==> src/rtl/rand_motion_integrator.sv <==
// Integrates a 4-bit signed random acceleration into a saturating velocity,
// then into a position bounded by reflecting walls; the CPU may reload position.
module rand_motion_integrator #(
    parameter int DIV      = 1000,
    parameter int VMAX     = 32,
    parameter int POS_MIN  = 0,
    parameter int POS_MAX  = 639,
    parameter int POS_INIT = 320
) (
    input  logic        clock,
    input  logic        reset,
    input  logic        enable,
    input  logic [31:0] rand_in,
    input  logic        load_en,
    input  logic [31:0] load_pos,
    output logic [31:0] pos,
    output logic [31:0] vel,
    output logic        upd_valid,
    output logic        bounce
);
    typedef enum logic [1:0] {IDLE, ACCEL, MOVE} state_t;

    localparam logic [31:0]        DIV_LAST = 32'(DIV - 1);
    localparam logic signed [31:0] VHI      = 32'(VMAX);
    localparam logic signed [31:0] VLO      = 32'(-VMAX);
    localparam logic signed [31:0] PLO      = 32'(POS_MIN);
    localparam logic signed [31:0] PHI      = 32'(POS_MAX);
    localparam logic signed [32:0] PLO_W    = 33'(POS_MIN);
    localparam logic signed [32:0] PHI_W    = 33'(POS_MAX);
    localparam logic signed [31:0] PINIT    = 32'(POS_INIT);

    state_t             state_q, state_d;
    logic [31:0]        div_q, div_d;
    logic signed [31:0] acc_q, acc_d;
    logic signed [31:0] vel_q, vel_d;
    logic signed [31:0] pos_q, pos_d;
    logic               upd_q, upd_d;
    logic               bnc_q, bnc_d;

    logic signed [31:0] accel;
    logic signed [31:0] vsum;
    logic signed [32:0] psum;
    logic signed [31:0] ld;
    logic               unused_rand;

    assign unused_rand = ^rand_in[31:4];
    assign ld          = $signed(load_pos);
    // -8 is folded to 0 so the acceleration is symmetric about zero
    assign accel = (rand_in[3:0] == 4'b1000) ? 32'sd0 : $signed({{28{rand_in[3]}}, rand_in[3:0]});
    assign vsum  = vel_q + acc_q;
    assign psum  = $signed({pos_q[31], pos_q}) + $signed({vel_q[31], vel_q});

    always_comb begin
        state_d = state_q;
        div_d   = div_q;
        acc_d   = acc_q;
        vel_d   = vel_q;
        pos_d   = pos_q;
        upd_d   = 1'b0;
        bnc_d   = 1'b0;
        if (load_en) begin
            state_d = IDLE;
            div_d   = '0;
            vel_d   = '0;
            if (ld < PLO)      pos_d = PLO;
            else if (ld > PHI) pos_d = PHI;
            else               pos_d = ld;
        end else begin
            case (state_q)
                IDLE: begin
                    if (enable) begin
                        if (div_q == DIV_LAST) begin
                            div_d   = '0;
                            acc_d   = accel;
                            state_d = ACCEL;
                        end else begin
                            div_d = div_q + 32'd1;
                        end
                    end
                end
                ACCEL: begin
                    if (vsum > VHI)      vel_d = VHI;
                    else if (vsum < VLO) vel_d = VLO;
                    else                 vel_d = vsum;
                    state_d = MOVE;
                end
                MOVE: begin
                    // negation is safe: |vel| never exceeds VMAX
                    if (psum > PHI_W) begin
                        pos_d = PHI;
                        vel_d = -vel_q;
                        bnc_d = 1'b1;
                    end else if (psum < PLO_W) begin
                        pos_d = PLO;
                        vel_d = -vel_q;
                        bnc_d = 1'b1;
                    end else begin
                        pos_d = psum[31:0];
                    end
                    upd_d   = 1'b1;
                    state_d = IDLE;
                end
                default: state_d = IDLE;
            endcase
        end
    end

    always_ff @(posedge clock) begin
        if (reset) begin
            state_q <= IDLE;
            div_q   <= '0;
            acc_q   <= '0;
            vel_q   <= '0;
            pos_q   <= PINIT;
            upd_q   <= 1'b0;
            bnc_q   <= 1'b0;
        end else begin
            state_q <= state_d;
            div_q   <= div_d;
            acc_q   <= acc_d;
            vel_q   <= vel_d;
            pos_q   <= pos_d;
            upd_q   <= upd_d;
            bnc_q   <= bnc_d;
        end
    end

    assign pos       = pos_q;
    assign vel       = vel_q;
    assign upd_valid = upd_q;
    assign bounce    = bnc_q;
endmodule

==> config.mk <==
export PLATFORM = sky130hd
export DESIGN_NAME = rand_motion_integrator
export DESIGN_NICKNAME = d
export VERILOG_FILES = /design/src/rtl/rand_motion_integrator.sv
export SDC_FILE = /design/constraint.sdc
export NUM_CORES = 1
export LEC_CHECK = 0
export ABC_AREA = 1
export CORE_MARGIN = 2
export CORE_UTILIZATION = 63
export DETAILED_ROUTE_END_ITERATION = 10
export PLACE_DENSITY = 0.9
export REMOVE_ABC_BUFFERS = 1
export SLEW_MARGIN = 20
export SYNTH_ARGS = -nofsm -noshare
export SYNTH_HDL_FRONTEND = slang
export SYNTH_SLANG_ARGS = --single-unit
==> constraint.sdc <==
create_clock -name clock -period 8.95 [get_ports clock]
set_clock_uncertainty 0.1 [all_clocks]
set_input_delay 1.3425 -clock clock [delete_from_list [all_inputs] [get_ports clock]]
set_output_delay 1.3425 -clock clock [all_outputs]
set_load 0.005 [all_outputs]
# Yosys cells after proc, flatten, opt, wreduce, memory -nomap -nowiden

Index checks and enable logic that the tools add are counted.
Widths: inputs -> output; s select.

Bits in registers: 132
Bits of input ports: 68
ROM bits: 0
Memories: 0
Bits in latches: 0
RAM bits: 0
Output and inout port bits: 66
Word-level logic and storage cells: 54

Bitwise operators: 2
Shift-type cells: 0
Div/mod/pow operators: 0
Order comparisons: 6
Multiplexer cells: 19
$mul: 0
Reduce and logical (&&, ||, !) cells: 9
$add $sub $neg: 4
Equal/unequal tests: 7

Operators by type and width:

| kind                  | count |
|---|---|
| $mux 32               | 12 |
| $pmux 32 s2           | 1 |
| $add 32x32->33        | 1 |
| $gt 33x11->1 const B  | 1 |
| $lt 33x1->1 const B   | 1 |
| $add 32x1->32 const B | 1 |
| $add 32x32->32        | 1 |
| $eq 32x10->1 const B  | 1 |
| $gt 32x11->1 const B  | 1 |
| $gt 32x7->1 const B   | 1 |
| $lt 32x1->1 const B   | 1 |
| $lt 32x6->1 const B   | 1 |
| $neg 32->32           | 1 |
| $reduce_and 2->1      | 3 |
| $eq 4x4->1 const B    | 1 |
| $mux 2                | 2 |
| $ne 2x2->1 const B    | 2 |
| $pmux 2 s2            | 1 |
| $reduce_and 4->1      | 1 |
| $reduce_bool 2->1     | 2 |
| $mux 1                | 3 |
| $ne 3x3->1 const B    | 1 |
| $reduce_or 3->1       | 1 |
| $eq 2x1->1 const B    | 1 |
| 4 further kinds       | 5 |

# Longest topological paths before layout

Gate-level depths: netlist of run 1.

Depth in word-level cells: 6
Mapped depth: 27
Mapped depth without buffers: 26

# Worst setup path before layout of run 1

No wires, ideal clock.

Kind: reg-to-reg
From: register acc_q[30]
To: register vel_q[30] (netlist: vel[30])
Clock period less this slack: 3769 ps
Buffers on the path: 1
Stages on the path, launching flop included: 26
Setup slack: 5181 ps
Arrival: 3560 ps
Setup time: 109 ps
Data required time: 8741 ps
Cell sequence: dfxtp_1 ha_1 nand2_1 nand2_1 inv_1 nand2_1 nand2_1 nand2_1 nand2_1 nand2_1 nor4_1 nand3_1 nor3_1 nand3_1 nor3_1 nand2_1 ha_1 inv_1 buf_1 nand2_1 nand2_1 inv_1 nand2_1 nand3_1 nand2_1 inv_1

Word-level cells in the longest chain between the ends: 5
Elaborated cells between the ends (all ways): 6
Classes of those cells: 1 x add/sub; 2 x order compare; 3 x mux

Ends and longest elaborated chain:

| item                     | RTL line | RTL |
|---|---|---|
| start: declaration       | 34       | `logic signed [31:0] acc_q, acc_d;` |
| start signal: assignment | 112      | `acc_q <= '0;` |
| start signal: assignment | 120      | `acc_q <= acc_d;` |
| $add 32x32->32 (*)       | 50       | `assign vsum = vel_q + acc_q;` |
| $lt 32x6->1              | 83       | `else if (vsum < VLO) vel_d = VLO;` |
| $mux 32                  | 83       |  |
| $mux 32 (*)              | 82       | `if (vsum > VHI) vel_d = VHI;` |
| $pmux 32 s2 (*)          | 69       | `case (state_q)` |
| end signal: assignment   | 121      | `vel_q <= vel_d;` |
| end: declaration         | 35       | `logic signed [31:0] vel_q, vel_d;` |

Mark *: on every way between the ends. The rest lies on a longest branch, timed or not.
A chain may end at the register's enable or synchronous reset.

# Worst setup path in the final report of run 1

From: register vel_q[0] (netlist: vel[0])
To: register vel_q[2] (netlist: vel[2])

Word-level cells in the longest chain between the ends: 5
Elaborated cells between the ends (all ways): 14
Classes of those cells: 3 x add/sub; 4 x order compare; 1 x eq/ne; 5 x mux; 1 x reduce/logical

Ends and longest elaborated chain:

| item           | RTL line |
|---|---|
| $add 32x32->32 | 50 |
| $lt 32x6->1    | 83 |
| $mux 32        | 83 |
| $mux 32        | 82 |
| $pmux 32 s2    | 69 |

Several ways; a longest one is shown, not always the timed one. The select of a mux whose other input is x is not followed.

==> results.json, run 1 <==
{
  "path_max_fanout": 15,
  "cts_resized": 0,
  "ant_nets": 0,
  "fin_nets": 2305,
  "stdcell_count": 2399,
  "grt_pass1_wl_mm": 55.4,
  "cts_made_buffers": 9,
  "cts_tree": "done",
  "overflow": 0,
  "yosysWarnings": 0,
  "layout_common_cells": "nand2_1, inv_1, nor2_1",
  "hold_class": "flop to flop",
  "cp.required_ps": 9110,
  "cts.htree.levels": 3,
  "ios": 134,
  "syn-instance-count": 2077,
  "antenna_cells": 0,
  "drc": 0,
  "postCtsSetupBuffers": 0,
  "max_slew_margin_pct": 29.4,
  "n_fill_cell": 1569,
  "period_needed_ps": 4730,
  "fmax_mhz": 211,
  "post_drt_wl_per_cell_um": 14.3,
  "setup_tns_ps": 0,
  "die_x_um": 137,
  "tightest_slew_ps": 1060,
  "avgViaCountPerCell": 5.54,
  "synth-seq-cells": 104,
  "clockBufferDepth": 2,
  "dp_cells": 2383,
  "p_per_area_nw_per_um2": 74.8,
  "grt_setup_unrepaired": "no",
  "syn_avg_cell_area_sq_um": 5.39,
  "portBuffers": 105,
  "finalSetupViolations": 0,
  "maxCapViolCount": 0,
  "clk_latency_ps": 370,
  "gp_congestion": 0.977,
  "status": "finished clean",
  "synth.distinct_cells": 46,
  "worst_setup_path_end_kind": "flop",
  "die-area_sq_um": 18800,
  "start_kind": "flop",
  "hold_viol_final": 0,
  "rows": 48,
  "drt_iter0_drc": 1143,
  "first_global_vias": 11600,
  "wirelength_mm": 34.3,
  "synth_edf_count": 0,
  "core_area_sq_um": 17400,
  "final_common_cell": "nand2_1",
  "track_usage_pct": 36.5,
  "ir_drop_v": 0.0000949,
  "clock-sinks": 104,
  "worstPathArrival_ps": 4890,
  "ys_seq_area_share_pct": 18.6,
  "area_growth_pct": 13.6,
  "firstDrtPassIters": 8,
  "start_util_pct": 64.5,
  "ys_async_sr_fraction_pct": 0,
  "fp.dieH_um": 137,
  "clkTransAtPathRegs_ps": 70,
  "multi_input_area_sq_um": 7520,
  "synth_flop_cell": "dfxtp_1",
  "path_class": "flop to flop",
  "slew_violations": 0,
  "timing.final.crit_share_pct": 52.8,
  "leakage_nw": 6.93,
  "cts_hold_buffers": 0,
  "grt_start_max_net_pins": 53,
  "antenna_found_initial": 0,
  "dpl.hpwl_mm": 27.0,
  "vias": 13300,
  "regArea_sq_um": 2080,
  "layout-drive-gt1-share_pct": 2.85,
  "syn_area_sq_um": 11200,
  "clock-root-buffer": "clkbuf_16"
}
==> kinds of logic after synthesis <==
| kind of cell | after synthesis | synth area share (%) |
|---|---|---|
| buffers and inverters | 410 | 14.3 |
| AND/OR/NAND/NOR | 1286 | 48.6 |
| XOR/XNOR | 24 | 1.88 |
| flip-flops | 104 | 18.6 |
| adder cells (fa/ha/maj) | 68 | 7.74 |
| AO/OA/AOI/OAI | 185 | 8.87 |
==> final cells by class <==
cell class / instances / area share (%)
Multi-Input combinational cell: 1563 / 59.1
Timing Repair Buffer: 110 / 8.56
Clock buffer: 9 / 1.77
Inverter: 381 / 11.3
Tap cell: 225 / 2.22
Clock inverter: 7 / 0.679
Sequential cell: 104 / 16.4
==> where the power goes <==
group	switching (mW)	internal, mW	total, mW
Sequential	0.00432	0.466	0.470
Clock	0.207	0.200	0.407
Combinational	0.0380	0.0349	0.0729
Total	0.249	0.701	0.951
==> metal layers <==
metal / global-route usage (%) / up-vias / wire length, um
li1: - / 6697 / -
met1: 48.2 / 5879 / 14600
met2: 60.3 / 637 / 15500
met3: 6.88 / 86 / 3290
met4: 11.2 / 0 / 948
met5: 0 / - / 0
==> stage by stage <==
step | utilization [%] | cell area (sq um) | hold slack (ps) | power (mW) | worst slack (ps)
after floorplan | - | 11000 | 337 | 0.514 | 4870
after global placement | 71.4 | 12400 | 345 | 0.551 | 4260
after detailed placement | 71.4 | 12400 | 357 | 0.552 | 4180
after CTS | 73.2 | 12700 | 367 | 0.956 | 4400
after global routing | 73.2 | 12700 | 380 | 0.984 | 3840
final | 73.2 | 12700 | 367 | 0.951 | 4220
==> cell usage after synthesis, types with 2 or more instances <==
library cell | count | share of area (%)
nand3_2 | 4 | 0.36
nor4_1 | 20 | 1.1
nor3_1 | 30 | 1.3
nand2_2 | 9 | 0.50
ha_1 | 66 | 7.4
xnor2_1 | 9 | 0.70
inv_2 | 4 | 0.13
nand2_1 | 706 | 24
nor3_2 | 5 | 0.45
o21bai_1 | 11 | 0.74
inv_1 | 375 | 13
nor3b_1 | 2 | 0.13
fa_1 | 2 | 0.36
xor2_1 | 15 | 1.2
o21a_1 | 6 | 0.40
clkbuf_1 | 17 | 0.57
buf_6 | 6 | 0.60
o21ai_1 | 18 | 0.80
and3_1 | 2 | 0.11
dfxtp_1 | 104 | 19
nand3b_1 | 9 | 0.60
buf_4 | 3 | 0.20
a21oi_1 | 85 | 3.8
o31ai_1 | 3 | 0.20
or2_2 | 3 | 0.17
nand3_1 | 146 | 6.5
o21ai_0 | 56 | 2.5
nor2_1 | 277 | 9.3
clkinv_1 | 2 | 0.067
nand4_1 | 53 | 3.0
nor2_2 | 9 | 0.50
and2_1 | 6 | 0.34
==> worst paths after layout <==
| kind | slack, ps | cells after the start | endpoint | start |
|---|---|---|---|---|
| max | 4220 | 22 | vel[2]$_SDFFE_PP0P_ | vel[0]$_SDFFE_PP0P_ |
| min | 370 | 2 | pos[28]$_SDFFE_PP0P_ | pos[28]$_SDFFE_PP0P_ |
| max reg2reg | 4220 | 22 | vel[2]$_SDFFE_PP0P_ | vel[0]$_SDFFE_PP0P_ |
| min reg2reg | 370 | 2 | pos[28]$_SDFFE_PP0P_ | pos[28]$_SDFFE_PP0P_ |
==> flip-flops by register name, summed over array words and instances, names as in the netlist <==
signal     cells
bounce         1
pos           32
acc_q          4
state_q        2
upd_valid      1
div_q         32
vel           32
==> critical path: stages (launching register included) <==
cell and delay (ps):
dfxtp_1 410, ha_1 300, fa_1 480, nand3_1 140, nand2_1 150, nand2_1 120, nand2_1 120, nand2_1 90
nand2_1 100, nor4_1 360, nand3_1 180, nor3_1 170, nand3_1 90, nor3_1 230, nand2_1 100, ha_1 530
inv_1 320, nand2_1 240, nor2_1 90, nand2_1 80, nand3_1 100, nand2_1 120, inv_1 40
(Power assumes the default switching activity.)
==> run 2: changes to the inputs <==
- CORE_UTILIZATION: 63 -> 53
- PLACE_DENSITY: 0.9 -> 0.8
- clock period: 8.95 -> 4.3 ns (I/O delays scaled with it)
==> run 2 against run 1 <==
Via count down 1.2%. Worst setup slack worse by 3900 ps. Total power up 110%. First-iteration DRC count down 16%. Clock power up 120%. Fmax up 19%. Register-to-register slack worse by 3900 ps. Combinational power up 110%. Die area up 18%. Largest power group unchanged.
==> results.json, run 2 (synthesis results as in run 1) <==
{
  "multi_input_area_sq_um": 7520,
  "gp_congestion": 0.985,
  "period_needed_ps": 3990,
  "final_common_cell": "nand2_1",
  "p_comb_share_pct": 7.7,
  "grt_start_max_net_pins": 53,
  "path_class": "flop to flop",
  "switching_share_pct": 27.5,
  "grt_setup_unrepaired": "no",
  "worst_setup_path_end_kind": "flop",
  "n_fill_cell": 2173,
  "cts_hold_buffers": 0,
  "p_per_area_nw_per_um2": 156,
  "area_growth_pct": 16.1,
  "start_kind": "flop",
  "antenna_cells": 0,
  "hold_class": "flop to flop",
  "track_usage_pct": 31.2,
  "tightest_slew_ps": 953,
  "fp.dieH_um": 149,
  "post_drt_wl_per_cell_um": 14.2,
  "cp.required_ps": 4450,
  "clockBufferDepth": 2,
  "finalSetupViolations": 0,
  "die-area_sq_um": 22300,
  "timing.final.crit_share_pct": 92.7,
  "regArea_sq_um": 2080,
  "wirelength_mm": 35.2,
  "drc": 0,
  "layout_common_cells": "nand2_1, inv_1, nor2_1",
  "critical_path.max_stage_delay_ps": 480,
  "setup_tns_ps": 0,
  "path_max_fanout": 8,
  "start_util_pct": 53.6,
  "ios": 134,
  "crit_family": "simple AND/OR/NAND/NOR gates",
  "intPower_mw": 1.47,
  "seq_power_share_pct": 48.3,
  "switchingPower_uw": 558,
  "cts_made_buffers": 9,
  "firstDrtPassIters": 8,
  "total_power_mw": 2.03,
  "power.share.clock_pct": 44.0,
  "critPathMostFrequentCell": "nand2_1",
  "crit_buf_inv": 2,
  "cts_tree": "done",
  "critPathSlowestCell": "fa_1",
  "grt_pass1_wl_mm": 56.5,
  "clkTransAtPathRegs_ps": 80,
  "status": "finished clean",
  "max_slew_margin_pct": 36.1,
  "layout-drive-gt1-share_pct": 4.13,
  "first_global_vias": 11500,
  "clock-sinks": 104,
  "dpl.hpwl_mm": 28.4,
  "hold_viol_final": 0,
  "overflow": 0,
  "core_area_sq_um": 20900,
  "slew_violations": 0,
  "antenna_found_initial": 0,
  "rows": 53,
  "clock-root-buffer": "clkbuf_16",
  "ant_nets": 0,
  "ir_drop_v": 0.000182,
  "fmax_mhz": 251,
  "leakage_nw": 7.07,
  "worstPathArrival_ps": 4140,
  "drt_iter0_drc": 959,
  "cts.htree.levels": 3,
  "maxCapViolCount": 0,
  "die_x_um": 149,
  "portBuffers": 105,
  "postCtsSetupBuffers": 0,
  "vias": 13100,
  "cp_cell_sequence": "ha_1 -> fa_1 -> nand3_1 -> nand2_1 -> nand2_1 -> nand2_1 -> nand2_1 -> nand2_1 -> nor4_1 -> nand3_1 -> nor3_1 -> nand3_1 -> nor3_1 -> nand2_1 -> ha_1 -> inv_2 -> buf_4 -> nand2_1 -> nand2_1 -> nor2_1 -> nor2_1 -> nor2_1",
  "cts_resized": 0,
  "fin_nets": 2332,
  "avgViaCountPerCell": 5.30,
  "clk_latency_ps": 370
}
==> run 2: cell types whose count changed in the layout (fill, tap and decap cells not counted), sizes merged <==
cell	before	now
buf	5	32
clkinv	7	5
inv	381	383
==> run 2: per-stage QoR <==
step                      setup slack, ps  util [%]  cells  cell area, sq um  hold WS, ps
after floorplan                       456         -   2048             11000          337
after global placement                404      60.7   2460             12700          350
after detailed placement              335      60.7   2460             12700          352
after CTS                             317      62.2   2476             13000          364
after global routing                 48.2      62.2   2476             13000          382
final                                 312      62.2   2476             13000          364
==> run 2: area by class of cell <==
| class | count | share of cell area (%) |
|---|---|---|
| Clock buffer | 9 | 1.73 |
| Clock inverter | 7 | 0.703 |
| Inverter | 381 | 11.0 |
| Multi-Input combinational cell | 1563 | 57.8 |
| Sequential cell | 104 | 16.0 |
| Tap cell | 275 | 2.65 |
| Timing Repair Buffer | 137 | 10.0 |
==> run 2: metal layers <==
metal  up-vias  share of wire, %  GRT usage (%)
met3        37               6.5           3.36
met4         0               1.5           6.71
li1       6758                 -              -
met2       417                45           52.1
met5         -                 0              0
met1      5923                47           43.6
==> run 2: tightest hold or removal path: cells and delay by family, from the launching register on <==
family / cells / cell delay (ps)
flops: 1 / 330
simple gates: 2 / 100
==> run 2: power by group through the flow <==
stage / combinational (mW) / clock, mW / sequential, mW
after floorplan: 0.0697 / 0 / 0.999
after global placement: 0.150 / 0 / 1.00
after detailed placement: 0.154 / 0 / 1.00
after CTS: 0.155 / 0.896 / 0.979
after global routing: 0.169 / 0.928 / 0.980
final: 0.156 / 0.891 / 0.979
==> run 2: path summary, 6_finish.rpt <==
path	from	endpoint	slack, ps	cells past startpoint
worst max-delay path	vel[0]$_SDFFE_PP0P_	vel[29]$_SDFFE_PP0P_	310	22
worst min-delay path	pos[29]$_SDFFE_PP0P_	pos[29]$_SDFFE_PP0P_	360	2
worst max register to register	vel[0]$_SDFFE_PP0P_	vel[29]$_SDFFE_PP0P_	310	22
worst min register to register	pos[29]$_SDFFE_PP0P_	pos[29]$_SDFFE_PP0P_	360	2
